### config.mk
export PLATFORM = sky130hd
export DESIGN_NAME = addsub_pipe_acc_flat
export DESIGN_NICKNAME = d
export VERILOG_FILES = /design/src/rtl/addsub_pipe_acc_if.sv /design/src/rtl/addsub_pipe_acc.sv /design/src/flat_wrapper.sv
export SDC_FILE = /design/constraint.sdc
export NUM_CORES = 1
export LEC_CHECK = 0
export BUFFER_PORTS_ARGS = -buffer_cell sky130_fd_sc_hd__buf_4
export CORE_ASPECT_RATIO = 0.8
export CORE_MARGIN = 2
export CORE_UTILIZATION = 45
export CTS_BUF_LIST = sky130_fd_sc_hd__clkbuf_4 sky130_fd_sc_hd__clkbuf_8 sky130_fd_sc_hd__clkbuf_16
export DETAILED_ROUTE_END_ITERATION = 8
export GPL_TIMING_DRIVEN = 1
export MAX_ROUTING_LAYER = met4
export PLACE_DENSITY = 0.76
export SLEW_MARGIN = 10
export SYNTH_ARGS = -nofsm -noshare
export SYNTH_HDL_FRONTEND = slang
export SYNTH_SLANG_ARGS = --single-unit
### constraint.sdc
create_clock -name clk -period 6.5 [get_ports clk]
set_input_delay 0.65 -clock clk [delete_from_list [all_inputs] [get_ports clk]]
set_output_delay 0.65 -clock clk [all_outputs]
set_load 0.005 [all_outputs]
### src/rtl/addsub_pipe_acc_if.sv
// Operand/result handshake bundle for addsub_pipe_acc.
// The master side drives operands and accepts results; the slave side is the block.
interface addsub_pipe_acc_if #(
  parameter int unsigned WIDTH = 8
);
  logic             in_valid;
  logic             in_ready;
  logic [1:0]       op;
  logic [WIDTH-1:0] a;
  logic [WIDTH-1:0] b;
  logic             acc_clr;
  logic             out_valid;
  logic             out_ready;
  logic [WIDTH-1:0] result;
  logic             neg;
  logic             cout;
  logic [WIDTH-1:0] acc;

  modport master (
    output in_valid,
    output op,
    output a,
    output b,
    output acc_clr,
    output out_ready,
    input  in_ready,
    input  out_valid,
    input  result,
    input  neg,
    input  cout,
    input  acc
  );

  modport slave (
    input  in_valid,
    input  op,
    input  a,
    input  b,
    input  acc_clr,
    input  out_ready,
    output in_ready,
    output out_valid,
    output result,
    output neg,
    output cout,
    output acc
  );
endinterface

### src/rtl/addsub_pipe_acc.sv
// 2-stage pipelined unsigned add/sub with a running accumulator.
// Subtract results leave as magnitude plus a neg flag.
module addsub_pipe_acc #(
  parameter int unsigned      WIDTH    = 8,
  parameter logic [WIDTH-1:0] ACC_INIT = '0
) (
  input  logic             clk,
  input  logic             rst,
  addsub_pipe_acc_if.slave bus
);
  localparam logic [WIDTH-1:0] ONE = {{(WIDTH-1){1'b0}}, 1'b1};
  localparam logic [WIDTH:0]   SUB_CIN = {{WIDTH{1'b0}}, 1'b1};

  logic             w_adv;
  logic             w_fire;
  logic             w_sub;
  logic             w_acc_op;
  logic [WIDTH-1:0] w_acc_eff;
  logic [WIDTH-1:0] w_x;
  logic [WIDTH-1:0] w_y;
  logic [WIDTH-1:0] w_y_op;
  logic [WIDTH:0]   w_cin;
  logic [WIDTH:0]   w_raw;
  logic             w_s2_neg;
  logic [WIDTH-1:0] w_s2_res;

  logic             r_s1_valid;
  logic [1:0]       r_s1_op;
  logic [WIDTH:0]   r_s1_raw;
  logic             r_out_valid;
  logic [WIDTH-1:0] r_result;
  logic             r_neg;
  logic             r_cout;
  logic [WIDTH-1:0] r_acc;

  assign w_adv        = !r_out_valid | bus.out_ready;
  assign bus.in_ready = w_adv & !rst;
  assign w_fire       = bus.in_valid & bus.in_ready;

  // op[0] selects subtract, op[1] selects the accumulator as X
  assign w_sub     = bus.op[0];
  assign w_acc_op  = bus.op[1];
  assign w_acc_eff = bus.acc_clr ? ACC_INIT : r_acc;
  assign w_x       = w_acc_op ? w_acc_eff : bus.a;
  assign w_y       = w_acc_op ? bus.a : bus.b;
  assign w_y_op    = w_sub ? ~w_y : w_y;
  assign w_cin     = w_sub ? SUB_CIN : '0;
  assign w_raw     = {1'b0, w_x} + {1'b0, w_y_op} + w_cin;

  always_ff @(posedge clk) begin
    if (rst) begin
      r_acc <= ACC_INIT;
    end else if (w_fire && w_acc_op) begin
      r_acc <= w_raw[WIDTH-1:0];
    end else if (bus.acc_clr) begin
      r_acc <= ACC_INIT;
    end
  end

  always_ff @(posedge clk) begin
    if (rst) begin
      r_s1_valid <= 1'b0;
      r_s1_op    <= '0;
      r_s1_raw   <= '0;
    end else if (w_adv) begin
      r_s1_valid <= w_fire;
      r_s1_op    <= bus.op;
      r_s1_raw   <= w_raw;
    end
  end

  // A borrow on plain A-B means B>A: return the two's-complement magnitude
  assign w_s2_neg = (r_s1_op == 2'b01) & !r_s1_raw[WIDTH];
  assign w_s2_res = w_s2_neg ? (~r_s1_raw[WIDTH-1:0] + ONE)
                             : r_s1_raw[WIDTH-1:0];

  always_ff @(posedge clk) begin
    if (rst) begin
      r_out_valid <= 1'b0;
      r_result    <= '0;
      r_neg       <= 1'b0;
      r_cout      <= 1'b0;
    end else if (w_adv) begin
      r_out_valid <= r_s1_valid;
      r_result    <= w_s2_res;
      r_neg       <= w_s2_neg;
      r_cout      <= r_s1_raw[WIDTH];
    end
  end

  assign bus.out_valid = r_out_valid;
  assign bus.result    = r_result;
  assign bus.neg       = r_neg;
  assign bus.cout      = r_cout;
  assign bus.acc       = r_acc;
endmodule

### src/flat_wrapper.sv
// flat-port wrapper written by rule: the top's interface ports become plain ports
module addsub_pipe_acc_flat 
#(
  parameter int unsigned      WIDTH    = 8,
  parameter logic [WIDTH-1:0] ACC_INIT = '0
)
  (clk, rst, bus_in_valid, bus_op, bus_a, bus_b, bus_acc_clr, bus_out_ready, bus_in_ready, bus_out_valid, bus_result, bus_neg, bus_cout, bus_acc);
  addsub_pipe_acc_if #(.WIDTH(WIDTH)) bus_i ();
  input  logic clk;
  input  logic rst;
  input wire logic [$bits(bus_i.in_valid)-1:0] bus_in_valid;
  input wire logic [$bits(bus_i.op)-1:0] bus_op;
  input wire logic [$bits(bus_i.a)-1:0] bus_a;
  input wire logic [$bits(bus_i.b)-1:0] bus_b;
  input wire logic [$bits(bus_i.acc_clr)-1:0] bus_acc_clr;
  input wire logic [$bits(bus_i.out_ready)-1:0] bus_out_ready;
  output wire logic [$bits(bus_i.in_ready)-1:0] bus_in_ready;
  output wire logic [$bits(bus_i.out_valid)-1:0] bus_out_valid;
  output wire logic [$bits(bus_i.result)-1:0] bus_result;
  output wire logic [$bits(bus_i.neg)-1:0] bus_neg;
  output wire logic [$bits(bus_i.cout)-1:0] bus_cout;
  output wire logic [$bits(bus_i.acc)-1:0] bus_acc;
  assign bus_i.in_valid = bus_in_valid;
  assign bus_i.op = bus_op;
  assign bus_i.a = bus_a;
  assign bus_i.b = bus_b;
  assign bus_i.acc_clr = bus_acc_clr;
  assign bus_i.out_ready = bus_out_ready;
  assign bus_in_ready = bus_i.in_ready;
  assign bus_out_valid = bus_i.out_valid;
  assign bus_result = bus_i.result;
  assign bus_neg = bus_i.neg;
  assign bus_cout = bus_i.cout;
  assign bus_acc = bus_i.acc;
  addsub_pipe_acc #(.WIDTH(WIDTH), .ACC_INIT(ACC_INIT)) u_core (.clk(clk), .rst(rst), .bus(bus_i));
endmodule
# Yosys cells after proc, flatten, opt, wreduce, memory -nomap -nowiden
# Cells that the tools add are included.
# word_totals
regBits,31
inputBits,23
out_inout_bits,20
wordCells,29
# op_classes
addsub,3
eq_ne,1
n_mux,7
bitwise,6
n_reduce_logical,4
# op_table
op,n
8-bit two-way mux,6
8-bit inverter,2
8-bit by 8-bit adder with 9-bit output,1
9-bit adder,1
"8-bit by 1-bit adder with 8-bit output, second input constant",1
1-bit bitwise AND,3
1-bit zero test,3
"2-bit by 1-bit == test with 1-bit output, second input constant",1
1-bit logical AND,1
1-bit two-way mux,1
1-bit bitwise OR,1

# Depth between registers and ports, before layout
# Gate-level depths: netlist of the first run.
# logic_depth
word_depth,6
mapped_depth,10
mapped_depth_nobuf,9

# Worst setup path after synthesis of the first run
# OpenSTA, ideal clock, no wires.
# synth_timing
path_type,input to register
start,in bus_op[1]
end,reg u_core.r_s1_raw[7]
setup_ns,0.122
t_arrival_ns,2.982
required_time_ns,6.378
slack_ns,3.396
stages,9
path_buffers,2
cell_sequence,buf_2 clkbuf_1 mux2_2 ha_1 and2_1 a221o_1 a31oi_1 a2111oi_0 a311o_1
# synth_via
elab_chain_cells,5
elab_cells_between_ends,6
cone_classes,2 x add/sub; 3 x mux; 1 x bitwise
# synth_rtl
item,line_no,rtl
"start, declared",flat_wrapper.sv:12,input wire logic [$bits(bus_i.op)-1:0] bus_op;
8-bit two-way mux,addsub_pipe_acc.sv:45,assign w_y = w_acc_op ? bus.a : bus.b;
8-bit inverter,addsub_pipe_acc.sv:46,assign w_y_op = w_sub ? ~w_y : w_y;
8-bit two-way mux,addsub_pipe_acc.sv:46,
8-bit by 8-bit adder with 9-bit output *,addsub_pipe_acc.sv:48,"assign w_raw = {1'b0, w_x} + {1'b0, w_y_op} + w_cin;"
9-bit adder *,addsub_pipe_acc.sv:48,
"end signal, assigned",addsub_pipe_acc.sv:68,r_s1_raw <= w_raw;
"end, declared",addsub_pipe_acc.sv:29,logic [WIDTH:0] r_s1_raw;
# Every way passes the cells marked *; elsewhere a longest branch is shown, timed or not.
# A chain may end at the register's enable or synchronous reset.

# Worst setup path in the final report of the first run
# Ends and elaborated chain as after synthesis.

==> results of run 1 <==
## power breakdown
part / total, mW / leakage (nW) / internal, mW / switching (mW)
combinational: 0.163 / 0.728 / 0.0821 / 0.0804
sequential: 0.228 / 0.255 / 0.212 / 0.0162
clock: 0.146 / 0.0477 / 0.0731 / 0.0731
## layer usage
layer	track usage (%)	vias to the layer above
li1	-	921
met1	28.3	830
met2	31.5	37
met3	3.61	7
met4	5.36	0
met5	-	-
## worst paths after layout
check	start	to	depth (start not counted)	slack, ns
max reg2reg	u_core.bus.acc[6]	u_core.r_s1_raw[7]	8	4.07
min	u_core.bus.result[0]	u_core.bus.result[0]	2	0.46
max	bus_op[1]	u_core.r_s1_raw[7]	9	3.73
min reg2reg	u_core.bus.result[0]	u_core.bus.result[0]	2	0.46
## metrics by stage
step / setup WS (ns) / cell area, sq um / power (mW)
after global routing: 3.56 / 2350 / 0.571
after CTS: 3.76 / 2350 / 0.540
final: 3.73 / 2350 / 0.536
after global placement: 3.54 / 2270 / 0.392
after detailed placement: 3.47 / 2270 / 0.394
after floorplan: 3.40 / 1930 / 0.341
## kinds of logic after synthesis
group / Yosys count / share of synthesized area (%)
xor+xnor: 15 / 6.81
simple gates: 89 / 23.3
mux: 12 / 6.48
compound gates: 60 / 20.2
fa+ha+maj: 9 / 6.22
flops: 31 / 32.1
buf+inv: 24 / 4.80
## worst min-delay path: stages, from the launching register on
cell and delay, ns:
dfxtp_1 0.31, nand2_1 0.05, a21oi_1 0.05
## cell usage after synthesis, types with 4 or more instances
cell type / count
dfxtp_1: 31
nand2_1: 31
a21oi_1: 22
nor2_1: 20
xnor2_1: 14
inv_1: 10
clkbuf_1: 9
ha_1: 8
mux2i_1: 8
o21ai_0: 8
nor2b_1: 7
a211oi_1: 6
a31oi_1: 4
mux2_2: 4
nand3_1: 4
nand3b_1: 4
## registers in the layout, summed over array words and instances (netlist names)
| signal | cells |
|---|---|
| u_core.bus.cout | 1 |
| u_core.r_s1_raw | 9 |
| u_core.r_s1_op | 2 |
| u_core.bus.result | 8 |
| u_core.r_s1_valid | 1 |
| u_core.bus.out_valid | 1 |
| u_core.bus.neg | 1 |
| u_core.bus.acc | 8 |
## cell type report
| cell class | count | area, sq um |
|---|---|---|
| clock buffer | 5 | 68.8 |
| clock inverter | 3 | 15.0 |
| fill | 403 | 1800 |
| inverter | 10 | 37.5 |
| multi-input combinational | 185 | 1220 |
| sequential | 31 | 621 |
| tap | 57 | 71.3 |
| timing repair buffer | 43 | 323 |
==> results.toml, run 1 <==
[placed_design]
hpwl_um = 3230
placement.io_buffers = 42
gp_congestion = 0.871
placed_cells = 326

[final_layout]
antennaDiodeCount = 0
layout_common_cells = "43 x buf_4, 31 x nand2_1, 31 x dfxtp_1, 22 x a21oi_1, 20 x nor2_1"
fin_cells = 334
final_common_cell = "buf_4"
area_growth_pct = 21.9
utilization_pct = 56.7
drive_gt1_share_pct = 21.3
nets = 308

[timing]
final-hold-violation-count = 0
period_share_pct = 42.6
finalClockSkew_ns = 0.00440
whs_ns = 0.456
slew_violations = 0
setup_viol = 0
timing.final.crit_period_ns = 2.77
rsz0062_at_grt = "false"
fin_setup_tns_ns = 0
slew_headroom_pct = 34.4
max_freq_mhz = 361
worst_pin_slew_ns = 0.985

[clock_network]
cts_tree = "yes"
clk_latency_ns = 0.28
cts_sinks = 31
cts_setup_buffers = 0
cts_max_level = 2
cts_resized = 0
cts_root_buffer = "clkbuf_8"
cts_buffers = 5
path_clk_slew_ns = 0.07
cts_hold_buf = 0
clk_path_buf_depth = 2

[floorplanning]
io_pins = 43
initial_core_util_pct = 46.5
placementRows = 21
core_sq_um = 4150
die_w_um = 77.2
die_y_um = 62.6
dieArea_sq_um = 4830

[synth]
syn_inst = 240
syn_nets = 272
ys_types = 46
synth-edff-count = 0
synthDominantCellAreaShare_pct = 32.1
syn_area_sq_um = 1930
ys_seq_elements = 31
seq_area_frac_synth_pct = 32.1
syn_avg_cell_area_sq_um = 8.04
async_reset_ff_share_pct = 0
yosysTopAreaCell = "dfxtp_1"
synth_area_leaders = "dfxtp_1 32%, xnor2_1 6.4%, nand2_1 6.0%"
synthFlopType = "dfxtp_1"
yosys_warnings = 0

[job]
drv_cap = 0

[critical_path]
cp_top_family = "compound AO/OA/AOI/OAI gates"
path_max_fanout = 24
critical_path.cell_chain = "buf_4 -> mux2i_1 -> xnor2_1 -> ha_1 -> and2_1 -> a221o_1 -> a31oi_1 -> a2111oi_0 -> a311o_1"
slowest_delay_ns = 0.35
crit_path_end_kind = "flop"
cp.arrival_ns = 2.94
critPathKind = "input port to flop"
start_kind = "input port"
slowest_stage = "ha_1"
worstPathRequired_ns = 6.67
crit_buf_inv = 1

[drt]
drc = 0
antenna_left = 0
viasPerCell = 5.37
via_count = 1795
highest_layer = "met4"
wl_met1_um = 2240
drtIter0Drc = 106
wl_per_cell_um = 13.3
dr_wl_met2_um = 1980
firstDrtPassIters = 4
routed_wl_um = 4460
met3WireLength_um = 185

[power]
p_leak_nw = 1.03
power_density_nw_per_um2 = 228
vdd_drop_max_v = 0.000138

[global_routing]
grt_max_degree = 33
grt_pass1_vias = 1749
grt_usage_pct = 20.6
gr-total-overflow = 0
grt_pass1_wl_um = 7940
antenna_found_initial = 0

[status]
outcome = "finished, final reports clean"

[hold_path]
hold_path_class = "flop to flop"
Power figures use the tool's default switching activity.
==> inputs of run 2 (changes only) <==
- PLACE_DENSITY: 0.76 -> 0.79
- clock period: 6.5 -> 2.22 ns (I/O delays scaled with it)
==> results.toml, run 2 (same netlist as run 1, synthesis figures left out) <==
[timing]
setup_viol = 1
max_freq_mhz = 447
rsz0062_at_grt = "true"
slew_headroom_pct = 46.1
finalClockSkew_ns = 0.00769
worst_pin_slew_ns = 0.809
slew_violations = 0
final-hold-violation-count = 0
setup_ws_ns = -0.0155
period_share_pct = 101
timing.final.crit_period_ns = 2.24

[final_layout]
regArea_sq_um = 624
area_growth_pct = 36.9
largest_reg_flops = 9
drive_gt1_share_pct = 32.2
top_register = "u_core.r_s1_raw"
nets = 330
multi_input_area_sq_um = 1330
layout_common_cells = "64 x buf_4, 31 x nand2_1, 28 x dfxtp_1, 20 x nor2_1, 20 x a21oi_1"
final_common_cell = "buf_4"
n_fill_cell = 389
antennaDiodeCount = 0

[clock_network]
cts_max_level = 2
cts_root_buffer = "clkbuf_8"
clk_latency_ns = 0.28
clk_path_buf_depth = 2
cts_sinks = 31
cts_hold_buf = 0
cts_tree = "yes"
path_clk_slew_ns = 0.07
cts_buffers = 5

[power]
clockPowerShare_pct = 25.7
power.internal_mw = 1.18
p_total_mw = 1.72
comb_power_share_pct = 35.4
power_density_nw_per_um2 = 652
switching_power_mw = 0.543
vdd_drop_max_v = 0.000421
seqPwrFrac_pct = 38.9
p_leak_nw = 1.15
p_sw_share_pct = 31.5

[global_routing]
grt_max_degree = 31
grt_pass1_wl_um = 8200
antenna_found_initial = 0
grt_usage_pct = 21.5
grt_pass1_vias = 1788
gr-total-overflow = 0

[placed_design]
placement.io_buffers = 42
pre_cts_ws_ns = -0.194
hpwl_um = 3560
gp_congestion = 0.836

[drt]
viasPerCell = 5.42
via_count = 1924
antenna_left = 0
drc = 0
wl_per_cell_um = 14.5
drtIter0Drc = 139
firstDrtPassIters = 4
routed_wl_um = 5160

[critical_path]
rr_worst_depth = 8
rr_startpoint = "u_core.bus.acc[4]"
crit_path_end_kind = "flop"
worstPathRequired_ns = 2.38
cp.arrival_ns = 2.40
start_kind = "flop"
r2r_slack_ns = -0.02
path_max_fanout = 4
critPathKind = "flop to flop"
r2r-end = "u_core.r_s1_raw[7]"

[job]
drv_cap = 0

[floorplanning]
dieArea_sq_um = 4830
initial_core_util_pct = 46.5
die_w_um = 77.2
io_pins = 43
core_sq_um = 4150
die_y_um = 62.6
placementRows = 21

[status]
outcome = "finished with violations"
violations = "setup timing"

[hold_path]
hold_start = "bus_in_valid"
hold_end = "u_core.r_s1_valid"
hold_path_class = "input port to flop"
worstHoldPathCells = 3
-- run 2: what timing repair did --
action                                  4_1_cts  5_1_grt
buffers inserted                              0        4
endpoints found under the setup margin        2        8
resized for setup                             2       13
pin swaps                                     0       13
-- run 2: metrics by stage --
step	utilization, %	TNS [ns]	instances	instance area, sq um	hold WS, ns
floorplan	-	-0.00669	240	2000	0.362
global placement	59.1	-0.441	344	2450	0.442
detailed placement	59.1	-0.763	344	2450	0.449
CTS	61.5	0	351	2550	0.214
global route	63.7	-0.145	355	2640	0.236
finish	63.7	-0.0155	355	2640	0.219
-- run 2: layout make-up --
class,instances,area share [%]
Clock inverter,1,0.189
Inverter,10,1.42
Tap cell,57,2.70
Clock buffer,6,3.12
Sequential cell,31,23.6
Multi-Input combinational cell,185,50.4
Timing Repair Buffer,65,18.6
-- run 2: worst max path at each step --
stage / startpoint / end / slack [ns] / depth (start not counted)
after global routing: u_core.bus.acc[4] / u_core.r_s1_raw[7] / -0.07 / 8
after CTS: u_core.bus.acc[4] / u_core.r_s1_raw[7] / 0.01 / 8
after detailed placement: bus_op[1] / u_core.r_s1_raw[7] / -0.19 / 9
after floorplan: bus_op[1] / u_core.r_s1_raw[7] / -0.007 / 9
after global placement: bus_op[1] / u_core.r_s1_raw[8] / -0.12 / 10
final: u_core.bus.acc[4] / u_core.r_s1_raw[7] / -0.02 / 8
-- run 2: worst max-delay path, stage by stage, from the launching register on --
cell	delay [ns]
dfxtp_2	0.32
nor2b_4	0.12
mux2_4	0.27
ha_4	0.27
and2_4	0.13
and3_4	0.17
nand4_1	0.21
and3_1	0.30
a311o_1	0.34
-- run 2: routing by layer --
layer / wire, um / vias to the layer above / global-route usage [%]
met5: 0 / - / -
met4: 35 / 0 / 5.36
met3: 296 / 4 / 4.34
met2: 2400 / 53 / 34.0
met1: 2420 / 905 / 28.4
li1: - / 962 / -
-- run 2: power groups by stage --
stage                     Clock (mW)  Sequential, mW  Combinational (mW)
after global placement             0           0.678               0.535
after global routing           0.477           0.680               0.665
final                          0.444           0.671               0.610
after floorplan                    0           0.672               0.352
after CTS                      0.451           0.669               0.563
after detailed placement           0           0.681               0.547
==> inputs of run 3 (changes only) <==
- CELL_PAD_IN_SITES_DETAIL_PLACEMENT: not set -> 1
- CELL_PAD_IN_SITES_GLOBAL_PLACEMENT: not set -> 1
- CORE_UTILIZATION: 45 -> 35
- PLACE_DENSITY: 0.79 -> 0.83
==> results.toml, run 3 (same netlist as run 1, synthesis figures left out) <==
[timing]
worst_pin_slew_ns = 0.305
whs_ns = 0.189
slew_violations = 0
max_freq_mhz = 451
timing.final.crit_period_ns = 2.22
rsz0062_at_grt = "true"
slew_headroom_pct = 79.5
setup_viol = 0
final-hold-violation-count = 0
finalClockSkew_ns = 0.00828
period_share_pct = 99.9

[status]
outcome = "finished, final reports clean"

[drt]
drtIter0Drc = 54
antenna_left = 0
firstDrtPassIters = 4
routed_wl_um = 6310
drc = 0
viasPerCell = 5.40
wl_per_cell_um = 16.9
via_count = 2018

[critical_path]
worstPathRequired_ns = 2.45
crit_path_end_kind = "flop"
start_kind = "input port"
cp.arrival_ns = 2.44
path_max_fanout = 8
critPathKind = "input port to flop"

[clock_network]
path_clk_slew_ns = 0.07
cts_max_level = 2
cts_root_buffer = "clkbuf_8"
cts_buffers = 5
cts_sinks = 31
cts_tree = "yes"
clk_path_buf_depth = 2
clk_latency_ns = 0.29

[power]
vdd_drop_max_v = 0.000246
p_total_mw = 1.91
p_leak_nw = 1.21
power_density_nw_per_um2 = 694

[floorplanning]
dieArea_sq_um = 6130
die_y_um = 70.4
initial_core_util_pct = 35.9
io_pins = 43
core_sq_um = 5380
placementRows = 24
die_w_um = 87.0

[final_layout]
drive_gt1_share_pct = 33.7
nets = 340
utilization_pct = 51.2
largest_reg_flops = 9
final_common_cell = "buf_4"
antennaDiodeCount = 0
area_growth_pct = 42.4
top_register = "u_core.r_s1_raw"
layout_common_cells = "75 x buf_4, 31 x nand2_1, 30 x dfxtp_1, 22 x a21oi_1, 20 x nor2_1"

[job]
drv_cap = 0

[global_routing]
grt_pass1_wl_um = 9900
grt_max_degree = 29
gr-total-overflow = 0
antenna_found_initial = 0
grt_pass1_vias = 2083
grt_usage_pct = 21.3

[placed_design]
hpwl_um = 4430
placement.io_buffers = 42
gp_congestion = 0.871

[hold_path]
hold_path_class = "input port to flop"
run 3: layout make-up:
cell class                      count  area (sq um)
Sequential cell                    31           622
Multi-Input combinational cell    185          1330
Clock buffer                        6          82.6
Timing Repair Buffer               75           563
Inverter                           10          37.5
Clock inverter                      2          35.0
Tap cell                           65          81.3
Fill cell                         630          2630
run 3: per-stage QoR:
stage	instance area (sq um)	std cells	TNS [ns]	setup slack (ns)
final	2750	374	0	0.00203
after floorplan	2000	240	-0.00669	-0.00669
after detailed placement	2530	361	-1.28	-0.217
after CTS	2660	369	-0.00944	-0.00944
after global routing	2750	374	-0.431	-0.105
after global placement	2530	361	-0.402	-0.0995
run 3: metal layers:
layer / GRT usage, % / routed length [um] / vias up
met5: - / 0 / -
met4: 6.60 / 63 / 0
met3: 5.67 / 274 / 8
met2: 33.8 / 3110 / 38
met1: 26.3 / 2860 / 987
li1: - / - / 985
run 3: timing repair:
item	CTS	global route
hold buffers	0	0
buffers inserted	0	5
setup endpoints to repair	2	9
pin swaps	2	8
resized for setup	2	9
run 3: power breakdown:
| group | internal [mW] | switching (mW) |
|---|---|---|
| Combinational | 0.335 | 0.304 |
| Sequential | 0.619 | 0.0516 |
| Clock | 0.363 | 0.237 |
run 3: worst max-delay path: stages:
cell,delay (ns)
buf_4,0.16
buf_4,0.15
mux2i_2,0.22
xnor2_1,0.19
inv_1,0.11
fa_1,0.48
nor2b_1,0.22
o31a_1,0.25
o31a_1,0.19
nand3_1,0.12
a21oi_1,0.14
run 3: worst paths after layout:
check,startpoint,endpoint,slack (ns),cells after the start
worst max-delay path,bus_op[1],u_core.bus.acc[6],0.002,11
worst min-delay path,rst,u_core.bus.result[2],0.19,2
worst max register to register,u_core.bus.acc[4],u_core.bus.acc[5],0.02,8
worst min register to register,u_core.bus.neg,u_core.bus.neg,0.46,2
